**src/rtl/mac_acc_pkg.sv**
```systemverilog
// Shared definitions for the multi-channel accumulator bank: operation codes,
// drain sequencer states and saturation limits as functions of accumulator width.
package mac_acc_pkg;

  localparam logic [1:0] OP_NOP  = 2'd0;
  localparam logic [1:0] OP_LOAD = 2'd1;
  localparam logic [1:0] OP_ACC  = 2'd2;

  typedef enum logic [1:0] {
    S_IDLE  = 2'd0,
    S_DRAIN = 2'd1,
    S_DONE  = 2'd2
  } state_t;

  // Limits are returned in a wide word; callers keep the low acc_w bits.
  function automatic logic [63:0] sat_max(input int unsigned acc_w);
    return (64'd1 << (acc_w - 1)) - 64'd1;
  endfunction

  function automatic logic [63:0] sat_min(input int unsigned acc_w);
    return ~sat_max(acc_w);
  endfunction

endpackage

```
**src/rtl/acc_sat_add.sv**
```systemverilog
// Signed accumulate adder with overflow detect. Define SATURATE_EN to clamp
// the result on overflow; otherwise the two's-complement sum wraps.
module acc_sat_add
  import mac_acc_pkg::*;
#(
  parameter int DATA_W = 12,
  parameter int ACC_W  = 16
) (
  input  logic [ACC_W-1:0]  acc,
  input  logic [DATA_W-1:0] data,
  output logic [ACC_W-1:0]  sum,
  output logic              ovf
);

  logic signed [ACC_W:0] wide;

  // One guard bit: the top two bits differ exactly when the ACC_W-bit result overflowed.
  assign wide = (ACC_W+1)'($signed(acc)) + (ACC_W+1)'($signed(data));
  assign ovf  = wide[ACC_W] ^ wide[ACC_W-1];

`ifdef SATURATE_EN
  localparam logic [63:0] MAX_W = sat_max(ACC_W);
  localparam logic [63:0] MIN_W = sat_min(ACC_W);

  always_comb begin
    sum = wide[ACC_W-1:0];
    if (ovf) sum = wide[ACC_W] ? MIN_W[ACC_W-1:0] : MAX_W[ACC_W-1:0];
  end
`else
  assign sum = wide[ACC_W-1:0];
`endif

endmodule

```
**src/rtl/mac_acc_bank.sv**
```systemverilog
// Multi-channel accumulator bank with load/accumulate input handshake, a drain
// sequencer that streams and clears every channel, and a random-access read port.
module mac_acc_bank
  import mac_acc_pkg::*;
#(
  parameter int DATA_W = 12,
  parameter int ACC_W  = 16,
  parameter int NUM_CH = 4,
  parameter int CH_W   = $clog2(NUM_CH)
) (
  input  logic              clk,
  input  logic              rst,
  input  logic              in_valid,
  output logic              in_ready,
  input  logic [1:0]        in_op,
  input  logic [CH_W-1:0]   in_ch,
  input  logic [DATA_W-1:0] in_data,
  input  logic              drain,
  output logic              out_valid,
  input  logic              out_ready,
  output logic [CH_W-1:0]   out_ch,
  output logic [ACC_W-1:0]  out_data,
  output logic              drain_done,
  input  logic [CH_W-1:0]   rd_ch,
  output logic [ACC_W-1:0]  rd_data,
  output logic [NUM_CH-1:0] ovf
);

  logic [ACC_W-1:0] acc_q [NUM_CH];
  logic [CH_W-1:0]  idx;
  state_t           state, state_nxt;

  logic             in_fire, out_fire, last_ch;
  logic [ACC_W-1:0] add_sum, load_val;
  logic             add_ovf;

  assign in_ready = (state == S_IDLE) & ~drain & rst;
  assign in_fire  = in_valid & in_ready;
  assign out_fire = out_valid & out_ready;
  assign last_ch  = (idx == CH_W'(NUM_CH - 1));
  assign load_val = ACC_W'($signed(in_data));

  assign out_ch   = idx;
  assign out_data = acc_q[idx];
  assign rd_data  = acc_q[rd_ch];

  // A single adder serves every channel; the selected channel feeds it.
  acc_sat_add #(
    .DATA_W (DATA_W),
    .ACC_W  (ACC_W)
  ) u_add (
    .acc  (acc_q[in_ch]),
    .data (in_data),
    .sum  (add_sum),
    .ovf  (add_ovf)
  );

  always_comb begin
    state_nxt  = state;
    out_valid  = 1'b0;
    drain_done = 1'b0;
    unique case (state)
      S_IDLE:  if (drain) state_nxt = S_DRAIN;
      S_DRAIN: begin
        out_valid = 1'b1;
        if (out_ready && last_ch) state_nxt = S_DONE;
      end
      S_DONE: begin
        drain_done = 1'b1;
        state_nxt  = S_IDLE;
      end
      default: state_nxt = S_IDLE;
    endcase
  end

  always_ff @(posedge clk or negedge rst) begin
    if (!rst) begin
      state <= S_IDLE;
      idx   <= '0;
    end else begin
      state <= state_nxt;
      if (state == S_IDLE && drain) idx <= '0;
      else if (out_fire)            idx <= idx + 1'b1;
    end
  end

  // NOTE: the accumulator array is a register file that must read as zero after
  // reset, so every entry is cleared here rather than left to a RAM macro.
  always_ff @(posedge clk or negedge rst) begin
    if (!rst) begin
      for (int i = 0; i < NUM_CH; i++) acc_q[i] <= '0;
      ovf <= '0;
    end else begin
      for (int i = 0; i < NUM_CH; i++) begin
        if (in_fire && in_ch == CH_W'(i)) begin
          case (in_op)
            OP_LOAD: begin
              acc_q[i] <= load_val;
              ovf[i]   <= 1'b0;
            end
            OP_ACC: begin
              acc_q[i] <= add_sum;
              if (add_ovf) ovf[i] <= 1'b1;
            end
            default: ;
          endcase
        end else if (out_fire && idx == CH_W'(i)) begin
          acc_q[i] <= '0;
          ovf[i]   <= 1'b0;
        end
      end
    end
  end

endmodule

```
**config.mk**
```make
export PLATFORM = sky130hd
export DESIGN_NAME = mac_acc_bank
export DESIGN_NICKNAME = d
export VERILOG_FILES = /design/src/rtl/mac_acc_pkg.sv /design/src/rtl/acc_sat_add.sv /design/src/rtl/mac_acc_bank.sv
export SDC_FILE = /design/constraint.sdc
export NUM_CORES = 1
export LEC_CHECK = 0
export ABC_CLOCK_PERIOD_IN_PS = 3100
export CORE_MARGIN = 1
export CORE_UTILIZATION = 30
export CTS_CLUSTER_SIZE = 25
export DETAILED_ROUTE_END_ITERATION = 8
export HOLD_SLACK_MARGIN = 0.15
export PLACE_DENSITY = 0.49
export SLEW_MARGIN = 20
export SYNTH_ARGS = -nofsm -noshare
export SYNTH_HDL_FRONTEND = slang
export SYNTH_SLANG_ARGS = --single-unit
```
**constraint.sdc**
```tcl
create_clock -name clk -period 3.1 [get_ports clk]
set_input_delay 0.465 -clock clk [delete_from_list [all_inputs] [get_ports clk]]
set_output_delay 0.465 -clock clk [all_outputs]
set_load 0.02 [all_outputs]
```
==> flow_summary.yaml <==
status:
  status: "finished clean"
route:
  drc: 0
  viasPerCell: 5.58
  num_vias: 4480
  ant_nets: 0
  initialDrtViolationCount: 319
  drt_first_pass_iters: 5
  wire_per_inst_um: 20.9
  routed_wl_um: 16800
sta:
  skew_ns: 0.00517
  finalSetupTns_ns: 0
  maxSlewHeadroom_pct: 29.3
  setup_viol: 0
  timing.fmax_mhz: 333
  worst_pin_slew_ns: 1.06
  maxSlewViolCount: 0
  hold_slack_ns: 0.231
  final_hold_viol_count: 0
  rsz0062_at_grt: "no"
  fin_crit_sh_pct: 96.7
  period_needed_ns: 3.00
floorplanning:
  rows: 46
  start_util_pct: 31.0
  die_h_um: 131
  core_um2: 16100
  die_w_um: 131
  die_area_um2: 17100
  io_pins: 64
cells_and_area:
  num_antenna_cells: 0
  fin_util_pct: 42.2
  areaGrowthSynthToFinish_pct: 36.3
  drive_gt1_share_pct: 27.3
  fillerInstances: 1510
  nets: 627
  final_area_um2: 6770
setup_path:
  cp_max_fo: 4
  cp-end-kind: "flip-flop"
  reg2reg_slack_ns: 0.10
  cp.required_ns: 3.36
  crit_type: "reg -> reg"
  start_kind: "flip-flop"
  critical_path_arrival_ns: 3.26
clock_network:
  clockRootBuffer: "clkbuf_16"
  clk_path_buf_depth: 2
  cts_hold_buf: 0
  cts_tree: "done"
  clock_latency_ns: 0.35
  clock_sinks: 72
  h-tree-depth: 3
  cts_made_buffers: 9
  clkTransAtPathRegs_ns: 0.06
global_routing:
  grt_pass1_vias: 4545
  gr-total-overflow: 0
  grtUsageTotal_pct: 21.1
  antenna_found_initial: 0
  grt_first_pass_wirelength_um: 26200
  grt_max_degree: 41
placement:
  port_buffers: 63
  placed_cell_area_um2: 6340
  gp_congestion: 0.852
  dp_hpwl_um: 12000
flow_run:
  maxCapViolCount: 0
power_and_ir_drop:
  power.density_nw_per_um2: 503
  leakagePower_uw: 0.00289
  peakVddDrop_mv: 0.342
synthesis:
  synth_warnings: 0
  netlist_top_cells_area: "dfrtp_1 36%, mux4_2 22%, ha_1 5.0%, nand2_1 3.8%, o21ai_0 3.2%"
  ys.flop_type: "dfrtp_1"
  syn_inst: 463
  synth_edf_count: 0
  yosysSeqAreaShare_pct: 36.2
  yosysTopAreaCell: "dfrtp_1"
  synth_cell_types: 47
  yosysTopAreaCellShare_pct: 36.2
  ys_ff_latch: 72
  netlist_area_um2: 4970
  synth_nets: 507
  synth_area_per_cell_um2: 10.7
  async_flop_share_pct: 100
worst_hold_path:
  hold_class: "in -> async"
layout make-up:
cell class	instances	area, um^2	area share [%]
Clock buffer	12	256	3.79
Multi-Input combinational cell	357	3170	46.8
Tap cell	216	270	3.99
Sequential cell	72	1800	26.6
Inverter	8	30.0	0.443
Timing Repair Buffer	135	1230	18.2
Clock inverter	3	17.5	0.259
per-stage QoR:
stage	total power, uW	instances	worst slack (ns)
after detailed placement	2390	785	-0.689
final	3410	803	0.101
after global placement	2380	785	-0.660
after floorplan	1850	463	0.00197
after CTS	3410	802	0.00310
after global routing	3590	803	0.0208
layer usage:
layer / routed length [um] / vias up / part of all wire (%) / global-route usage (%)
met2: 7930 / 172 / 47 / 33.7
li1: - / 2025 / - / -
met4: 274 / 0 / 1.6 / 5.88
met5: 0 / - / 0 / 0
met3: 1040 / 23 / 6.2 / 5.33
met1: 7510 / 2260 / 45 / 28.5
power breakdown:
group,switching (uW),internal (uW)
Sequential,137,1030
Clock,411,578
Combinational,666,584
worst paths after layout:
check / from / end / cells past startpoint
max: acc_q[16] / acc_q[40] / 11
min: rst / ovf[0] / 2
max reg2reg: acc_q[16] / acc_q[40] / 11
min reg2reg: ovf[2] / ovf[2] / 1
max in group asynchronous: rst / acc_q[0] / 2
min in group clk: ovf[2] / ovf[2] / 1
flip-flops by register name, summed over array words and instances (netlist names):
register	flops
state	2
ovf	4
out_ch	2
acc_q	64
critical path: stages (launching register included):
cell	delay [ns]
dfrtp_1	0.41
mux4_2	0.48
ha_2	0.20
fa_2	0.37
a211oi_4	0.33
nor3_4	0.11
or3_1	0.39
a21oi_2	0.14
xnor2_1	0.13
mux2i_1	0.09
buf_4	0.15
o21ai_1	0.12
synth_stat cells, types with 2 or more instances:
cell type   n
a21o_1      6
a21oi_1    26
a21oi_2     2
buf_2       9
nor2_1     32
mux4_2     48
nand2_1    50
nand3b_1    2
a31oi_1     3
o21ai_0    32
a221o_1    14
xnor2_1     6
dfrtp_1    72
nor3_1      6
nor2b_1     7
and2_1      3
a22o_1     12
ha_1       20
o21ai_1    18
and3_1      4
nand3_1    16
nand4_1     5
o221ai_1    2
or3_1       2
nor3_2      3
mux2i_1     5
inv_1       8
o31ai_1     4
nand2b_1    4
o21bai_1    4
clkbuf_1   16
xor2_1      7
cells in the final DEF (no fill, tap or decap), types with 5 or more instances in the layout:
master	netlist	layout
nor2b_1	7	7
o21ai_1	18	18
inv_1	8	8
a22o_1	12	12
ha_1	20	15
nand2_1	50	49
nand3_1	16	16
a21oi_1	26	24
xor2_1	7	5
nor2_1	32	32
dfrtp_1	72	72
xnor2_1	6	5
clkdlybuf4s50_1	0	60
buf_4	0	67
mux2i_1	5	5
o21ai_0	32	31
clkbuf_16	0	9
nor3_1	6	5
mux4_2	48	48
a221o_1	14	14
nand4_1	5	5
a21o_1	6	6
cells by family (layout without fill, tap and decap cells):
family | Yosys count | after routing | synth area share, %
AOI/OAI and AO/OA | 130 | 130 | 17.0
xor gates and xnor gates | 13 | 13 | 2.29
adders and majority gates | 21 | 21 | 5.44
buffers and inverters | 34 | 158 | 2.79
DFF | 72 | 72 | 36.2
muxes | 53 | 53 | 22.8
and+or+nand+nor | 140 | 140 | 13.4
what timing repair did:
item,4_1_cts,5_1_grt
setup buffers,2,1
pin swaps,3,9
endpoints found under the hold margin,0,0
cloned,0,0
gates resized for setup,9,15
endpoints found under the setup margin,51,39
No activity file was read; power rests on OpenSTA's default activity.
